File: config.mk
export PLATFORM = sky130hd
export DESIGN_NAME = booth_mult8_mac_accum
export DESIGN_NICKNAME = d
export VERILOG_FILES = /design/src/rtl/booth_mult8_mac_accum_pkg.sv /design/src/rtl/booth_mult8_sat_add.sv /design/src/rtl/booth_mult8_mac_accum.sv
export SDC_FILE = /design/constraint.sdc
export NUM_CORES = 1
export LEC_CHECK = 0
export ABC_AREA = 1
export CAP_MARGIN = 20
export CORE_UTILIZATION = 61
export CTS_CLUSTER_SIZE = 30
export DETAILED_ROUTE_END_ITERATION = 6
export GPL_ROUTABILITY_DRIVEN = 0
export PLACE_DENSITY = 0.86
export SYNTH_ARGS = -nofsm -noshare
export SYNTH_HDL_FRONTEND = slang
export SYNTH_SLANG_ARGS = --single-unit
File: constraint.sdc
create_clock -name clk -period 8.2 [get_ports clk]
set_clock_uncertainty 0.1 [all_clocks]
set_input_delay 2.46 -clock clk [delete_from_list [all_inputs] [get_ports clk]]
set_output_delay 2.46 -clock clk [all_outputs]
set_load 0.05 [all_outputs]
File: src/rtl/booth_mult8_mac_accum_pkg.sv
// booth_mult8_mac_accum_pkg: shared state encoding and clamp constants for the MAC back end
package booth_mult8_mac_accum_pkg;
  typedef enum logic [1:0] {IDLE = 2'b00, ACCUM = 2'b01, HOLD = 2'b10} state_t;
  // Clamp limits built at 64 bits; callers keep the low w bits (w <= 64)
  function automatic logic [63:0] f_sat_max(input int w, input logic sgn);
    return sgn ? (64'd1 << (w - 1)) - 64'd1 : (64'd1 << w) - 64'd1;
  endfunction
  function automatic logic [63:0] f_sat_min(input int w, input logic sgn);
    return sgn ? ~64'd0 << (w - 1) : 64'd0;
  endfunction
endpackage

File: src/rtl/booth_mult8_sat_add.sv
// booth_mult8_sat_add: one-term accumulate with signed/unsigned overflow detect and optional clamp
module booth_mult8_sat_add
  import booth_mult8_mac_accum_pkg::*;
#(
  parameter int ACC_WIDTH = 24
) (
  input  logic [ACC_WIDTH-1:0] acc,
  input  logic [ACC_WIDTH-1:0] ext,
  input  logic                 cfg_signed,
  input  logic                 cfg_sat,
  output logic [ACC_WIDTH-1:0] sum,
  output logic                 ovf
);
  localparam logic [63:0] SMAX = f_sat_max(ACC_WIDTH, 1'b1);
  localparam logic [63:0] SMIN = f_sat_min(ACC_WIDTH, 1'b1);
  localparam logic [63:0] UMAX = f_sat_max(ACC_WIDTH, 1'b0);
  logic [ACC_WIDTH:0] wide;
  assign wide = {cfg_signed & acc[ACC_WIDTH-1], acc} + {cfg_signed & ext[ACC_WIDTH-1], ext};
  assign ovf  = cfg_signed ? wide[ACC_WIDTH] ^ wide[ACC_WIDTH-1] : wide[ACC_WIDTH];
  // Top bit of the widened signed sum is the true sign, so it picks the clamp direction
  assign sum  = !(ovf && cfg_sat) ? wide[ACC_WIDTH-1:0] :
                !cfg_signed       ? UMAX[ACC_WIDTH-1:0] :
                wide[ACC_WIDTH]   ? SMIN[ACC_WIDTH-1:0] : SMAX[ACC_WIDTH-1:0];
endmodule

File: src/rtl/booth_mult8_mac_accum.sv
// booth_mult8_mac_accum: frames Booth-core products into a saturating/wrapping sum behind a
// one-deep valid/ready hold stage
module booth_mult8_mac_accum
  import booth_mult8_mac_accum_pkg::*;
#(
  parameter int WIDTH     = 8,
  parameter int ACC_WIDTH = 24,
  parameter int CNT_WIDTH = 8
) (
  input  logic                 clk,
  input  logic                 rst,
  input  logic                 frame_start,
  input  logic [CNT_WIDTH-1:0] cfg_len,
  input  logic                 cfg_signed,
  input  logic                 cfg_sat,
  input  logic [2*WIDTH-1:0]   mult_product,
  input  logic                 mult_done,
  output logic                 can_issue,
  output logic                 busy,
  output logic [ACC_WIDTH-1:0] res_data,
  output logic                 res_overflow,
  output logic                 res_valid,
  input  logic                 res_ready,
  output logic                 err_drop
);
  state_t               state;
  logic [CNT_WIDTH-1:0] len_r, cnt;
  logic                 sgn_r, sat_r, ovf_f, ovf, last, out_free;
  logic [ACC_WIDTH-1:0] acc, ext, sum;
  logic [CNT_WIDTH:0]   cnt_next, len_full;
  assign ext       = {{(ACC_WIDTH-2*WIDTH){sgn_r & mult_product[2*WIDTH-1]}}, mult_product};
  assign cnt_next  = {1'b0, cnt} + 1'b1;
  assign len_full  = (len_r == '0) ? {1'b1, {CNT_WIDTH{1'b0}}} : {1'b0, len_r};
  assign last      = cnt_next == len_full;
  assign out_free  = !res_valid || res_ready;
  assign can_issue = state == ACCUM;
  assign busy      = state != IDLE;
  booth_mult8_sat_add #(.ACC_WIDTH(ACC_WIDTH)) u_add (
    .acc(acc), .ext(ext), .cfg_signed(sgn_r), .cfg_sat(sat_r), .sum(sum), .ovf(ovf)
  );
  always_ff @(posedge clk) begin
    if (rst) begin
      state        <= IDLE;
      len_r        <= '0;
      sgn_r        <= 1'b0;
      sat_r        <= 1'b0;
      acc          <= '0;
      cnt          <= '0;
      ovf_f        <= 1'b0;
      res_data     <= '0;
      res_overflow <= 1'b0;
      res_valid    <= 1'b0;
      err_drop     <= 1'b0;
    end else begin
      if (res_valid && res_ready) res_valid <= 1'b0;
      case (state)
        IDLE: begin
          if (mult_done) err_drop <= 1'b1;
          if (frame_start) begin
            len_r <= cfg_len;
            sgn_r <= cfg_signed;
            sat_r <= cfg_sat;
            acc   <= '0;
            cnt   <= '0;
            ovf_f <= 1'b0;
            state <= ACCUM;
          end
        end
        ACCUM: begin
          if (frame_start) begin
            // Restart wins over a coincident product, which is dropped
            if (mult_done) err_drop <= 1'b1;
            len_r <= cfg_len;
            sgn_r <= cfg_signed;
            sat_r <= cfg_sat;
            acc   <= '0;
            cnt   <= '0;
            ovf_f <= 1'b0;
          end else if (mult_done) begin
            acc   <= sum;
            cnt   <= cnt_next[CNT_WIDTH-1:0];
            ovf_f <= ovf_f | ovf;
            if (last && out_free) begin
              res_data     <= sum;
              res_overflow <= ovf_f | ovf;
              res_valid    <= 1'b1;
              state        <= IDLE;
            end else if (last) begin
              state <= HOLD;
            end
          end
        end
        HOLD: begin
          if (mult_done || frame_start) err_drop <= 1'b1;
          if (out_free) begin
            res_data     <= acc;
            res_overflow <= ovf_f;
            res_valid    <= 1'b1;
            state        <= IDLE;
          end
        end
        default: state <= IDLE;
      endcase
    end
  end
endmodule

Yosys cells after proc, flatten, opt, wreduce, memory -nomap -nowiden:

Index checks and enable logic that the tools add are counted.

* add/sub/neg operators: 2
* equal/unequal tests: 12
* mux-type cells: 44
* bitwise gates (word level): 5
* reduce and logical (&&, ||, !) cells: 18

Operator list (count)
* $mux W24: 10
* $pmux W24 S2: 2
* $add A25 B25 Y25: 1
* $mux W8: 3
* $mux W1: 16
* $pmux W8 S2: 1
* $mux W2: 6
* $ne A2 B2 Y1 const B: 6
* $reduce_and A5 Y1: 2
* $add A8 B1 Y9 const B: 1
* $eq A9 B9 Y1: 1
* $mux W9: 1
* $logic_not A8 Y1: 1
* $pmux W1 S2: 3
* $pmux W2 S3: 1
* $reduce_and A3 Y1: 2
* $reduce_bool A2 Y1: 3
* $and A1 B1 Y1: 3
* $logic_and A1 B1 Y1: 3
* $ne A3 B1 Y1 const B: 1
* $ne A3 B3 Y1 const B: 1
* $pmux W1 S3: 1
* $reduce_bool A3 Y1: 1
* $eq A2 B1 Y1 const B: 1
* 9 further kinds: 10

* bits in registers: 72
* input bits: 31
* output and inout port bits: 29
* logic and storage cells: 92

Logic depth before layout (Yosys ltp):

* depth after elaboration: 11
* depth in mapped cells: 22
* depth with buffers taken out: 20

Modules after synthesis:

A second synthesis with hierarchy kept.

* cell total of the unflattened synthesis: 881
* area total of the unflattened synthesis: 5225.0 um^2

Modules (own cells, without submodules)
* booth_mult8_mac_accum: times used 1, cells each 557, area each 3480.8 um^2, seq. area each 1441.4 um^2
* booth_mult8_sat_add: times used 1, cells each 324, area each 1744.2 um^2, seq. area each 0.0 um^2

Worst setup path before layout:

No wires, ideal clock.

* kind: input -> register
* start: input port mult_product[0]
* end: register acc[12]
* setup time: 135 ps
* arrival: 4384 ps
* data required time: 7965 ps
* path slack: 3581 ps
* stages: 21
* buffers on the path: 1
* cells stage by stage: ha_1 fa_1 nand3_1 nand2_1 nand2_1 nand2_1 nand2_1 nand2_1 nand2_1 nand2_1 nand2_1 nand2_2 inv_2 nand2_2 nand2_4 nand2_4 buf_12 nand2_2 nand2_1 nand2_1 a21oi_2

* longest elaborated chain between the ends: 8
* elaborated cells on any way between the ends: 10
* those cells by class: 1 x add/sub; 7 x mux; 1 x bitwise; 1 x reduce/logical

Ends and longest elaborated chain
* start, declared: line booth_mult8_mac_accum.sv:16 `input logic [2*WIDTH-1:0] mult_product,`
* $add A25 B25 Y25 *: line booth_mult8_sat_add.sv:18 `assign wide = {cfg_signed & acc[ACC_WIDTH-1], acc} + {cfg_signed & ext[ACC_WIDTH-1], ext};`
* $xor A1 B1 Y1: line booth_mult8_sat_add.sv:19 `assign ovf = cfg_signed ? wide[ACC_WIDTH] ^ wide[ACC_WIDTH-1] : wide[ACC_WIDTH];`
* $mux W1: line booth_mult8_sat_add.sv:19
* $logic_and A1 B1 Y1: line booth_mult8_sat_add.sv:21 `assign sum = !(ovf && cfg_sat) ? wide[ACC_WIDTH-1:0] :`
* $mux W24 *: line booth_mult8_sat_add.sv:21
* $mux W24 *: line booth_mult8_mac_accum.sv:79 `end else if (mult_done) begin`
* $mux W24 *: line booth_mult8_mac_accum.sv:70 `if (frame_start) begin`
* $pmux W24 S2 *: line booth_mult8_mac_accum.sv:56 `case (state)`
* end signal, assigned: line booth_mult8_mac_accum.sv:80 `acc <= sum;`
* end, declared: line booth_mult8_mac_accum.sv:29 `logic [ACC_WIDTH-1:0] acc, ext, sum;`

Mark *: on every way between the ends. The rest lies on a longest branch, timed or not. The select of a mux whose other input is x is not followed.
A chain may end at the register's enable or synchronous reset.

Worst setup path after layout:

* start: input port mult_product[15]
* end: register res_data[4]

* longest elaborated chain between the ends: 11
* elaborated cells on any way between the ends: 13
* those cells by class: 1 x add/sub; 8 x mux; 3 x bitwise; 1 x reduce/logical

Ends and longest elaborated chain
* $and A1 B1 Y1: line booth_mult8_mac_accum.sv:31 `assign ext = {{(ACC_WIDTH-2*WIDTH){sgn_r & mult_product[2*WIDTH-1]}}, mult_product};`
* $and A1 B1 Y1: line booth_mult8_sat_add.sv:18
* $add A25 B25 Y25 *: line booth_mult8_sat_add.sv:18
* $xor A1 B1 Y1: line booth_mult8_sat_add.sv:19
* $mux W1: line booth_mult8_sat_add.sv:19
* $logic_and A1 B1 Y1: line booth_mult8_sat_add.sv:21
* $mux W24 *: line booth_mult8_sat_add.sv:21
* $mux W24 *: line booth_mult8_mac_accum.sv:83 `if (last && out_free) begin`
* $mux W24 *: line booth_mult8_mac_accum.sv:79
* $mux W24 *: line booth_mult8_mac_accum.sv:70
* $pmux W24 S2 *: line booth_mult8_mac_accum.sv:56
* end signal, assigned: line booth_mult8_mac_accum.sv:84 `res_data <= sum;`
* end, declared: line booth_mult8_mac_accum.sv:20 `output logic [ACC_WIDTH-1:0] res_data,`

Marks and branches as above.

==> summary.txt <==
Outcome
  – Status: completed

Clocking
  – CTS tree: done
  – TritonCTS buffer count: 9
  – Clk_lat worst skew: around 0.36 ns
  – Root buffer cell: clkbuf_8
  – H-tree levels: 3
  – Hold Buf Count CTS: 0
  – Max clock buf depth: 2
  – Post-CTS setup buffer count: 0
  – Post-cts gate resize count: 0
  – Clock-pin transition on the worst setup and hold timing paths: 0.08 ns
  – CTS Sinks: 72

Layout
  – Fillcell total: 658
  – ANT cells: 0
  – Final nets: around 880
  – Finished Cell Area: about 6000 um^2
  – Final Util: between 70% and 80%
  – Share of cells above drive strength 1: about 9%
  – P&R area growth vs syn: 17.0%

Worst hold path
  – Hold path cells: 2
  – Worst hold start: err_drop
  – Class of the worst hold path: reg -> reg
  – Hold Path End: err_drop

Global route
  – Vias in the first global route: approximately 4,800
  – Antenna violations before repair: 0
  – Grt met3 use: 5.58%
  – Largest net degree at the start of global routing: 51
  – GRT Overall Usage: 30.3%
  – GR Util met2: roughly 55%
  – Global routing's busiest layer: met2
  – First-pass GRT wire length: between 20 and 25 mm
  – Gr ovfl total: 0
  – M1 GR Usage: a little over a third

Worst setup path
  – Buffers plus inverters on the worst setup path: 2
  – Crit. End Element: flip-flop
  – R2r setup slk: about 5.2 ns
  – Critical path arrival: 5.41 ns
  – CP startpoint: mult_product[15]
  – Worst Reg-to-Reg Cells: 16
  – Most used cell, CP: nand2_1
  – Crit-path cells: clkdlybuf4s50_1, ha_1, nand2_1, nor2_1, and3_1, nand2_1, nand2_1, nand2_1, nand2_1, nand2_1, nand2_2, inv_2, nand2_2, nand2_4, nand2_4, nand2_1, nand2_1, nand2_1, a21oi_1
  – RR Startpoint: sgn_r
  – Worst Path Max Fanout: 24
  – Crit Path Category: in -> reg
  – CP max stage delay: between 0.6 and 0.7 ns
  – Slowest-stage cell, CP: clkdlybuf4s50_1
  – CP delay by family, top: simple AND/OR/NAND/NOR gates
  – Worst path required time: 8.39 ns
  – Critical R2R Capture: res_data[4]
  – CP startpoint kind: input pin

Power
  – Logic gate share of total power: between 40% and 50%
  – Total power: 1650 uW
  – P_sw: roughly 750 uW
  – Switching share of power: about 45%
  – Clk pwr share: about 23%
  – Pint: 903 uW
  – Power Density: approximately 280 nW/um^2
  – Max VDD drop: 0.000317 V
  – Static Leakage: between 0.002 and 0.003 uW
  – Flop pwr share: roughly 28%

STA
  – Max Freq: around 0.19 GHz
  – Tmin final: approximately 5.2 ns
  – Fin crit share: between 60 and 70%
  – RSZ-0062 raised after global routing: false
  – # setup viols final: 0
  – Final Hold Violating Endpoints: 0
  – Setup Total Neg Slack: 0 ns
  – Rel. slew slack: between 20% and 30%
  – Fin. max-slew vios: 0
  – Slew @ Worst Pin: 1.07 ns

Synthesis
  – Syn nets: approximately 840
  – Primary FF master, synth: dfxtp_1
  – Yosys warning total: 0
  – Sequential area share after synthesis: between 20 and 30%
  – Cells after Synth: a little under 800
  – Syn avg cell area: about 6.4 um^2
  – Unique masters post-synth: 36
  – Ys async rst share: 0%
  – Synth Cell Area: roughly 5000 um^2
  – Flops & latches, synth: between 70 and 80
  – Post-synth EDFFs: 0

Drt
  – Residual DRC count: 0
  – Iter 0 DRT Violations: 279
  – Via/cell ratio: around 5.5
  – Drt pass-1 iters: 5
  – Routed WL per cell: 13.5 um
  – Routed Wire Length: around 13 mm
  – Vias: ~5,000
  – DRT antenna net count: 0

Floorplanning
  – Die W: roughly 93 um
  – Core area: between 7000 and 8000 um^2
  – Core Rows: 32
  – Height of the die: around 93 um
  – IO Count: 60
  – Die ar.: between 8000 and 9000 um^2
  – Initial Utilization: 63.7%

Flow run
  – Max Cap Viol: 0

Place
  – Area post-placement: roughly 5600 um^2
  – HPWL reported at the end of detailed placement: between 8 and 9 mm
  – Buffers on Ports: 59
==> worst register-to-register path, delay by kind of cell, from the launching register on <==
kind	cells	cell delay (ns)
AND/OR/NAND/NOR	14	1.76
AO/OA/AOI/OAI	2	0.32
flip-flops	1	0.78
==> per-stage QoR <==
stage	setup WS (ns)	hold WS, ns	std cells
CTS	3.00	0.359	935
detailed placement	2.68	0.347	919
global placement	2.80	0.337	919
floorplan	3.58	0.345	786
global route	2.73	0.378	936
finish	2.98	0.355	936
==> cells by family after synthesis <==
| kind of cell | Yosys count | share of synthesized area, % |
|---|---|---|
| adder cells (fa/ha/maj) | 22 | 5.65 |
| AND/OR/NAND/NOR | 402 | 34.2 |
| flip-flops | 72 | 28.8 |
| XOR/XNOR | 31 | 5.43 |
| buffers and inverters | 122 | 10.5 |
| AO/OA/AOI/OAI | 137 | 15.5 |
==> final cells by class <==
cell class	count	area [um^2]	share of cell area [%]
clock inverters	5	129	2.20
inverters	90	338	5.77
repair buffers	64	648	11.1
clock buffers	11	131	2.24
flip-flops and latches	72	1440	24.6
multi-input cells	592	3040	51.9
well taps	102	128	2.18
==> how the worst max path moves through the flow <==
| stage | end | slack, ns | depth (start not counted) |
|---|---|---|---|
| 3_5_place_dp | acc[19] | 2.68 | 18 |
| 5_1_grt | res_data[4] | 2.73 | 19 |
| 4_1_cts | acc[22] | 3.00 | 19 |
| 3_3_place_gp | res_data[7] | 2.80 | 19 |
| 2_1_floorplan | acc[12] | 3.58 | 21 |
| 6_report | res_data[4] | 2.98 | 19 |
==> power groups by stage <==
stage	clock network (uW)	logic [uW]	registers [uW]
3_5_place_dp	0	808	466
3_3_place_gp	0	789	463
5_1_grt	389	899	466
4_1_cts	375	815	458
2_1_floorplan	0	507	570
6_report	374	820	458
==> layer usage <==
metal / wire, um / vias up / share of wire [%]
li1: - / 2571 / -
met3: 903 / 23 / 7.2
met5: 0 / - / 0
met2: 6330 / 202 / 50
met4: 199 / 0 / 1.6
met1: 5160 / 2323 / 41
==> registers in the layout, indices dropped and copies added, names as in the netlist <==
signal / flops
acc: 24
res_data: 24
cnt: 8
len_r: 8
state: 2
err_drop: 1
ovf_f: 1
res_overflow: 1
res_valid: 1
sat_r: 1
sgn_r: 1
==> cells in the final DEF, fill, tap and decap left out, types with 3 or more instances in the layout <==
cell type	Yosys	layout
xnor2_1	7	7
buf_4	3	4
o21ai_0	21	21
a31oi_1	5	5
nand2_1	258	258
nand2_4	3	3
nand3_1	45	45
a21oi_1	86	86
inv_1	87	87
nor2_1	55	54
nor2_2	2	3
clkdlybuf4s50_1	0	59
a211oi_1	3	3
clkbuf_8	0	9
nor3_1	5	5
xor2_1	24	24
bufinv_16	0	4
dfxtp_1	72	72
nand2_2	24	24
ha_1	21	21
a21oi_2	17	17
==> cells in the mapped netlist, types with 3 or more instances <==
master / count / area, um^2
a211oi_1: 3 / 22.5
a21oi_1: 86 / 430
a21oi_2: 17 / 149
a31oi_1: 5 / 31.3
buf_2: 4 / 20.0
buf_4: 3 / 22.5
buf_6: 3 / 33.8
clkbuf_1: 20 / 75.1
dfxtp_1: 72 / 1440
ha_1: 21 / 263
inv_1: 87 / 327
nand2_1: 258 / 968
nand2_2: 24 / 150
nand2_4: 3 / 33.8
nand3_1: 45 / 225
nor2_1: 55 / 206
nor3_1: 5 / 25.0
o21ai_0: 21 / 105
xnor2_1: 7 / 61.3
xor2_1: 24 / 210
No activity file was read; power rests on OpenSTA's default activity.
